==> src/rtl/sd_arbiter_pkg.sv <==
// Shared definitions for the SD word-reader arbiter: FSM state encoding,
// bus widths, default timeout and the round-robin pointer width helper.
package sd_arbiter_pkg;

  localparam int unsigned ADDR_W          = 32;
  localparam int unsigned DATA_W          = 32;
  localparam int unsigned TIMEOUT_DEFAULT = 2000000;

  typedef enum logic [2:0] {
    ST_INIT   = 3'd0,
    ST_IDLE   = 3'd1,
    ST_START  = 3'd2,
    ST_WBUSY  = 3'd3,
    ST_WDATEN = 3'd4,
    ST_WIDLE  = 3'd5
  } state_t;

  // Pointer width; a single requester still needs a one-bit register.
  function automatic int unsigned ptr_width(input int unsigned n);
    return (n > 1) ? $clog2(n) : 1;
  endfunction

endpackage

==> src/rtl/rr_arbiter.sv <==
// Combinational round-robin pick.
//  Anfrage : request vector
//  ptr     : requester with highest priority this round
//  grant   : one-hot winner (all zero when nothing requested)
//  valid   : at least one request present
module rr_arbiter
  import sd_arbiter_pkg::*;
#(
  parameter  int unsigned N  = 2,
  localparam int unsigned PW = ptr_width(N)
) (
  input  logic [N-1:0]  Anfrage,
  input  logic [PW-1:0] ptr,
  output logic [N-1:0]  grant,
  output logic          valid
);

  // First pass searches ptr..N-1, second pass wraps to 0..ptr-1.
  always_comb begin
    grant = '0;
    valid = 1'b0;
    for (int unsigned i = 0; i < N; i++) begin
      if (!valid && Anfrage[i] && (i >= 32'(ptr))) begin
        grant[i] = 1'b1;
        valid    = 1'b1;
      end
    end
    for (int unsigned i = 0; i < N; i++) begin
      if (!valid && Anfrage[i] && (i < 32'(ptr))) begin
        grant[i] = 1'b1;
        valid    = 1'b1;
      end
    end
  end

endmodule

==> src/rtl/sd_lese_arbiter.sv <==
// Shares one SD-card word reader between N requesters with round-robin
// arbitration, per-phase timeout and per-requester ack/error pulses.
//  Clock, Reset                 : clock, async active-high reset
//  Anfrage, AnfrageAdresse      : level requests and their word addresses
//  Bestaetigung, Fehler         : one-cycle completion / timeout pulses
//  LeseDaten                    : last word read
//  Belegt, Zustand              : busy flag and FSM state for debug
//  SdAdresse, SdLesen           : address and read strobe to the reader
//  SdDaten, SdFertig, SdBusy    : reader response
module sd_lese_arbiter
  import sd_arbiter_pkg::*;
#(
  parameter int unsigned N       = 2,
  parameter int unsigned TIMEOUT = TIMEOUT_DEFAULT,
  parameter int unsigned TW      = 22
) (
  input  logic                Clock,
  input  logic                Reset,
  input  logic [N-1:0]        Anfrage,
  input  logic [ADDR_W*N-1:0] AnfrageAdresse,
  output logic [N-1:0]        Bestaetigung,
  output logic [N-1:0]        Fehler,
  output logic [DATA_W-1:0]   LeseDaten,
  output logic                Belegt,
  output logic [2:0]          Zustand,
  output logic [ADDR_W-1:0]   SdAdresse,
  output logic                SdLesen,
  input  logic [DATA_W-1:0]   SdDaten,
  input  logic                SdFertig,
  input  logic                SdBusy
);

  localparam int unsigned PW = ptr_width(N);

  state_t              state;
  logic [PW-1:0]       ptr;
  logic [PW-1:0]       gnt_idx;
  logic [TW-1:0]       cnt;
  logic [N-1:0]        win_oh;
  logic                win_v;
  logic [PW-1:0]       win_idx;
  logic [ADDR_W-1:0]   win_adr;
  logic [PW-1:0]       next_ptr;
  logic [N-1:0]        gnt_oh;
  logic                tmo;

  rr_arbiter #(.N(N)) u_rr (
    .Anfrage (Anfrage),
    .ptr     (ptr),
    .grant   (win_oh),
    .valid   (win_v)
  );

  // One-hot winner to index and address.
  always_comb begin
    win_idx = '0;
    win_adr = '0;
    for (int unsigned i = 0; i < N; i++) begin
      if (win_oh[i]) begin
        win_idx = PW'(i);
        win_adr = AnfrageAdresse[ADDR_W*i +: ADDR_W];
      end
    end
  end

  assign next_ptr = (gnt_idx == PW'(N - 1)) ? '0 : gnt_idx + PW'(1);
  assign gnt_oh   = N'(1) << gnt_idx;
  assign tmo      = (cnt == TW'(TIMEOUT - 1));
  assign Zustand  = state;

  // Transaction FSM; the timeout counter is cleared on every state change.
  // A timeout also advances the pointer so a dead requester cannot starve others.
  always_ff @(posedge Clock or posedge Reset) begin
    if (Reset) begin
      state        <= ST_INIT;
      Belegt       <= 1'b1;
      SdLesen      <= 1'b0;
      SdAdresse    <= '0;
      LeseDaten    <= '0;
      Bestaetigung <= '0;
      Fehler       <= '0;
      ptr          <= '0;
      gnt_idx      <= '0;
      cnt          <= '0;
    end else begin
      SdLesen      <= 1'b0;
      Bestaetigung <= '0;
      Fehler       <= '0;
      case (state)
        ST_INIT: begin
          if (!SdBusy) begin
            state  <= ST_IDLE;
            Belegt <= 1'b0;
            cnt    <= '0;
          end
        end
        ST_IDLE: begin
          if (win_v && !SdBusy) begin
            SdAdresse <= win_adr;
            gnt_idx   <= win_idx;
            Belegt    <= 1'b1;
            SdLesen   <= 1'b1;
            state     <= ST_START;
            cnt       <= '0;
          end
        end
        ST_START: begin
          state <= ST_WBUSY;
          cnt   <= '0;
        end
        ST_WBUSY: begin
          if (SdBusy) begin
            state <= ST_WDATEN;
            cnt   <= '0;
          end else if (tmo) begin
            Fehler <= gnt_oh;
            ptr    <= next_ptr;
            state  <= ST_INIT;
            cnt    <= '0;
          end else begin
            cnt <= cnt + TW'(1);
          end
        end
        ST_WDATEN: begin
          if (SdFertig) begin
            LeseDaten    <= SdDaten;
            Bestaetigung <= gnt_oh;
            state        <= ST_WIDLE;
            cnt          <= '0;
          end else if (tmo) begin
            Fehler <= gnt_oh;
            ptr    <= next_ptr;
            state  <= ST_INIT;
            cnt    <= '0;
          end else begin
            cnt <= cnt + TW'(1);
          end
        end
        ST_WIDLE: begin
          if (!SdBusy && !SdFertig) begin
            state  <= ST_IDLE;
            Belegt <= 1'b0;
            ptr    <= next_ptr;
            cnt    <= '0;
          end else if (tmo) begin
            Fehler <= gnt_oh;
            ptr    <= next_ptr;
            state  <= ST_INIT;
            cnt    <= '0;
          end else begin
            cnt <= cnt + TW'(1);
          end
        end
        default: begin
          state  <= ST_INIT;
          Belegt <= 1'b1;
          cnt    <= '0;
        end
      endcase
    end
  end

endmodule
==> config.mk <==
export PLATFORM = sky130hd
export DESIGN_NAME = sd_lese_arbiter
export DESIGN_NICKNAME = d
export VERILOG_FILES = /design/src/rtl/sd_arbiter_pkg.sv /design/src/rtl/rr_arbiter.sv /design/src/rtl/sd_lese_arbiter.sv
export SDC_FILE = /design/constraint.sdc
export NUM_CORES = 1
export LEC_CHECK = 0
export ABC_CLOCK_PERIOD_IN_PS = 4100
export CAP_MARGIN = 30
export CELL_PAD_IN_SITES_DETAIL_PLACEMENT = 1
export CELL_PAD_IN_SITES_GLOBAL_PLACEMENT = 2
export CORE_MARGIN = 1
export CORE_UTILIZATION = 27
export CTS_CLUSTER_DIAMETER = 60
export DETAILED_ROUTE_END_ITERATION = 8
export PLACE_DENSITY_LB_ADDON = 0.1
export SLEW_MARGIN = 25
export SYNTH_ARGS = -nofsm -noshare
export SYNTH_HDL_FRONTEND = slang
export SYNTH_SLANG_ARGS = --single-unit
==> constraint.sdc <==
create_clock -name Clock -period 4.1 [get_ports Clock]
set_input_delay 0.82 -clock Clock [delete_from_list [all_inputs] [get_ports Clock]]
set_output_delay 0.82 -clock Clock [all_outputs]
set_load 0.1 [all_outputs]
## Word-level counts from Yosys, hierarchy flattened

Cells that the tools add are included.
W data, S select, Z words.

| cells by class | value |
|---|---|
| $add $sub $neg | 2 |
| $mul | 0 |
| div/mod/pow operators | 0 |
| magnitude comparators | 2 |
| equality and inequality tests | 11 |
| shift operators | 1 |
| multiplexer cells | 41 |
| bitwise logic cells | 1 |
| reductions and logical operators | 18 |

Operators with widths:

| kind | count |
|---|---|
| $mux W22 | 6 |
| $pmux W22 S5 | 1 |
| $mux W32 | 2 |
| $add A22 B1 Y22 const B | 1 |
| $eq A22 B21 Y1 const B | 1 |
| $mux W3 | 6 |
| $pmux W3 S6 | 1 |
| $mux W1 | 16 |
| $mux W2 | 6 |
| $ne A2 B2 Y1 const B | 5 |
| $eq A3 B2 Y1 const B | 2 |
| $eq A3 B3 Y1 const B | 2 |
| $logic_and A1 B1 Y1 | 6 |
| $pmux W2 S3 | 1 |
| $reduce_and A2 Y1 | 3 |
| $logic_not A1 Y1 | 4 |
| $pmux W1 S4 | 1 |
| $reduce_and A4 Y1 | 1 |
| $eq A3 B1 Y1 const B | 1 |
| $logic_not A3 Y1 | 1 |
| $pmux W1 S3 | 1 |
| $reduce_and A3 Y1 | 1 |
| $reduce_bool A3 Y1 | 1 |
| $reduce_or A3 Y1 | 1 |
| other kinds (5) | 5 |

| storage, ports and cells | value |
|---|---|
| register bits after elaboration | 97 |
| latch bits | 0 |
| RAM bits | 0 |
| bits in read-only memories | 0 |
| input port bits | 102 |
| output and inout bits | 73 |
| logic and storage cells | 86 |
| memories | 0 |

## Depth between registers and ports, before layout

| depth | value |
|---|---|
| word-level depth | 13 |
| depth in mapped cells | 8 |
| mapped depth without buffers | 6 |

## Hierarchy

Synthesis repeated with hierarchy kept, for this count alone.

| second synthesis, totals | value |
|---|---|
| cell total of the unflattened synthesis | 414 |
| area, all modules | 4440.5 um2 |

By module, submodules not included:

| module | times used | cells an instance | area an instance (um2) | sequential area each (um2) |
|---|---|---|---|---|
| sd_lese_arbiter | 1 | 410 | 4415.5 | 2428.6 |
| rr_arbiter | 1 | 4 | 25.0 | 0.0 |

## Worst setup path after synthesis

No wires, ideal clock.

| timing path | value |
|---|---|
| kind | reg2reg |
| start | register state[1], in the netlist Zustand[1] |
| end | register cnt[10] |
| library setup time | 0.121 ns |
| arrival | 2.288 ns |
| data required time | 3.979 ns |
| slack | 1.691 ns |
| stages on the path, launching flop included | 8 |
| path buffers | 2 |
| clock period less this slack | 2.409 ns |
| path through | dfrtp_1 -> clkbuf_1 -> and2b_1 -> a32oi_4 -> a21oi_2 -> buf_6 -> a21o_1 -> a22o_1 |

| on the way | value |
|---|---|
| cells in the longest elaborated chain, start to end | 3 |
| elaborated cells between the ends (all ways) | 9 |
| those cells by class | eq/ne (6); mux (1); reduce/logical (2) |

RTL lines:

| element | line | text |
|---|---|---|
| from (decl) | sd_lese_arbiter.sv:35 | `state_t state;` |
| from (signal assigned) | sd_lese_arbiter.sv:75 | `state <= ST_INIT;` |
| from (signal assigned) | sd_lese_arbiter.sv:92 | `state <= ST_IDLE;` |
| from (signal assigned) | sd_lese_arbiter.sv:103 | `state <= ST_START;` |
| $eq A3 B1 Y1 / $logic_not A3 Y1 (equally long branches) | sd_lese_arbiter.sv:89 | `case (state)` |
| $ne A2 B2 Y1 (no source line) | n/a |  |
| $reduce_and A2 Y1 (no source line) | n/a |  |
| to (signal assigned) | sd_lese_arbiter.sv:121 | `cnt <= cnt + TW'(1);` |
| to (signal assigned) | sd_lese_arbiter.sv:136 | `cnt <= cnt + TW'(1);` |
| to (signal assigned) | sd_lese_arbiter.sv:151 | `cnt <= cnt + TW'(1);` |
| to (decl) | sd_lese_arbiter.sv:38 | `logic [TW-1:0] cnt;` |

Parallel ways exist; a longest one is shown, timed or not.
A chain may end at the register's enable or synchronous reset.

## Worst setup path after layout

| timing path | value |
|---|---|
| start | register state[0], in the netlist Zustand[0] |
| end | output port Zustand[0] |

RTL lines:

| element | line | text |
|---|---|---|
| to (decl) | sd_lese_arbiter.sv:25 | `output logic [2:0] Zustand,` |

No word-level cell between the ends.

==> flow_metrics.env <==
export IMPL_final_nets=646
export IMPL_syn_area_per_cell_um2=11.80
export IMPL_setup_violations=0
export IMPL_cap_viol_max_count=0
export IMPL_arrival_ns=2.12
export IMPL_cts_buffer_depth=2
export IMPL_slowest_delay_ns=1.22
export IMPL_antenna_diode_count=0
export IMPL_final_cell_mix="clkdlybuf4s50_1 (174), dfrtp_1 (96), and3_1 (34), mux2_2 (33), a221o_1 (32)"
export IMPL_rows=46
export IMPL_drc=0
export IMPL_grt_pass1_wl_mm=21.31
export IMPL_final_common_cell="clkdlybuf4s50_1"
export IMPL_post_route_period_util=0.7182
export IMPL_cts_root_buffer="clkbuf_16"
export IMPL_synth_nets=475
export IMPL_fin_crit_ns=2.945
export IMPL_status="complete, no violations"
export IMPL_critPathTopFamily="buffers and inverters"
export IMPL_ctsResizeCount=0
export IMPL_gp_congestion=0.7729
export IMPL_cts_sinks=97
export IMPL_crit_type="reg2out"
export IMPL_grt_pass1_vias=4042
export IMPL_power_density_nw_per_um2=925.6
export IMPL_synth_edf_count=0
export IMPL_power_leakage_nw=2.853
export IMPL_post_cts_buffers=0
export IMPL_ant_nets=0
export IMPL_ctsHoldBuffers=0
export IMPL_insertion_delay_ns=0.36
export IMPL_slew_violations=0
export IMPL_ir_drop_mv=0.4008
export IMPL_fin_skew_ns=0.009549
export IMPL_drive_gt1_frac=0.1296
export IMPL_path_clk_slew_ns=0.07
export IMPL_grt_setup_unrepaired="false"
export IMPL_io_pins=175
export IMPL_synth_cell_types=50
export IMPL_required_ns=3.28
export IMPL_place_ws_ns=0.7085
export IMPL_overflow=0
export IMPL_first_iter_violations=178
export IMPL_tns_ns=0
export IMPL_via_per_inst=4.963
export IMPL_wirelength_mm=13.46
export IMPL_die_h_um=129.5
export IMPL_path_cells="clkdlybuf4s50_1"
export IMPL_relSlewSlack=0.3138
export IMPL_cp_end_kind="primary output"
export IMPL_netlist_area_um2=4388
export IMPL_dr_pass1_iters=4
export IMPL_hold_class="reg2reg"
export IMPL_path_buf_inv=1
export IMPL_area_growth_syn_to_layout_pct=53.55
export IMPL_htreeDepth=3
export IMPL_cts_buffers=9
export IMPL_core_area_um2=15890
export IMPL_ys_ff_latch=97
export IMPL_grt_max_degree=50
export IMPL_track_usage=0.1670
export IMPL_worst_setup_path_start_kind="register"
export IMPL_wl_per_cell_um=17.62
export IMPL_yosysSeqAreaShare=0.5535
export IMPL_cts_tree="yes"
export IMPL_worst_slack_ns=1.155
export IMPL_antenna_found_initial=0
export IMPL_portBuffers=174
export IMPL_postSynthCellCount=372
export IMPL_die_w_um=129.5
export IMPL_crit_slowest_cell="clkdlybuf4s50_1"
export IMPL_ys_flop_type="dfrtp_1"
export IMPL_fmaxAchievable_ghz=0.3396
export IMPL_die_area_um2=16770
export IMPL_yosys_warnings=0
export IMPL_ys_async_sr_fraction=1.000
export IMPL_finalHoldViolCount=0
export IMPL_hpwl_mm=9.648
export IMPL_start_util=0.2762
export IMPL_vias=3792
export IMPL_critical_path_max_fanout=13
export IMPL_tightest_slew_ns=1.026
-- per-stage QoR --
step                instance area, µm²  hold slack (ns)  cells  power (W)    util
global route                      6738           0.5165    764   0.006498  0.4241
floorplan                         4388           0.4522    372   0.004410       -
detailed placement                6409           0.4798    747   0.005383  0.4034
CTS                               6710           0.4901    763   0.006295  0.4224
global placement                  6354           0.4714    745   0.005337  0.4000
finish                            6738           0.4847    764   0.006236  0.4241
-- path summary, 6_finish.rpt --
path | from | endpoint | slack, ns | cells past startpoint
hold / removal | cnt[5]$_DFFE_PP0P_ | cnt[5]$_DFFE_PP0P_ | 0.48 | 1
min in group asynchronous | Reset | LeseDaten[31]$_DFFE_PP0P_ | 0.80 | 2
setup / recovery | Zustand[0]$_DFFE_PP0P_ | Zustand[0] | 1.16 | 1
max in group asynchronous | Reset | LeseDaten[20]$_DFFE_PP0P_ | 2.50 | 4
hold reg to reg | cnt[5]$_DFFE_PP0P_ | cnt[5]$_DFFE_PP0P_ | 0.48 | 1
setup reg to reg | Zustand[0]$_DFFE_PP0P_ | SdAdresse[16]$_DFFE_PP0P_ | 1.72 | 5
-- power breakdown --
part / switching (W) / internal (W) / total (W)
clock network: 0.000406 / 0.000480 / 0.000886
logic: 0.00286 / 0.000988 / 0.00385
registers: 0.000215 / 0.00128 / 0.00150
total: 0.00348 / 0.00275 / 0.00624
-- state kept, by name, summed over array words and instances (netlist names) --
register	flops
Fehler	2
Zustand	3
Bestaetigung	2
LeseDaten	32
ptr	1
SdLesen	1
Belegt	1
SdAdresse	32
gnt_idx	1
cnt	22
-- per-layer routing --
layer	GRT usage	wire, µm	up-vias
li1	-	-	1762
met1	0.1987	5719	1899
met2	0.2764	6494	115
met3	0.05739	947	16
met4	0.06772	298	0
met5	0	0	-
-- cells in the mapped netlist, types with 2 or more instances --
library cell | count | area, µm²
a21o_1 | 3 | 22.52
a21oi_1 | 15 | 75.07
a221o_1 | 32 | 320.3
a22o_1 | 6 | 52.55
a31oi_1 | 13 | 81.33
a41oi_1 | 4 | 35.03
and2_1 | 2 | 12.51
and3_1 | 34 | 212.7
buf_2 | 12 | 60.06
clkbuf_1 | 11 | 41.29
dfrtp_1 | 96 | 2402
inv_1 | 4 | 15.01
mux2_2 | 33 | 371.6
mux2i_1 | 2 | 20.02
nand2_1 | 14 | 52.55
nand2b_1 | 8 | 50.05
nand3_1 | 11 | 55.05
nand3b_1 | 2 | 15.01
nand4_1 | 5 | 31.28
nor2_1 | 13 | 48.80
nor2b_1 | 4 | 25.02
nor3_1 | 6 | 30.03
nor4_1 | 4 | 25.02
o21ai_0 | 11 | 55.05
xor2_1 | 2 | 17.52
-- cell families (layout without fill, tap and decap cells) --
kind of cell | Yosys count | after routing | synth area share
and+or+nand+nor | 115 | 115 | 0.1534
DFF | 97 | 97 | 0.5535
adders and majority gates | 1 | 1 | 0.002851
muxes | 35 | 35 | 0.08925
AOI/OAI and AO/OA | 92 | 92 | 0.1651
xor gates and xnor gates | 3 | 3 | 0.005989
buffers and inverters | 29 | 205 | 0.02994
-- layout make-up --
cell class | instances | area [µm²]
fill | 1724 | 9148
sequential | 97 | 2429
timing repair buffer | 184 | 1877
multi-input combinational | 246 | 1839
tap | 216 | 270.3
clock buffer | 9 | 225.2
clock inverter | 7 | 76.32
inverter | 5 | 21.27
Note: power is estimated with default switching activity, not from simulation.
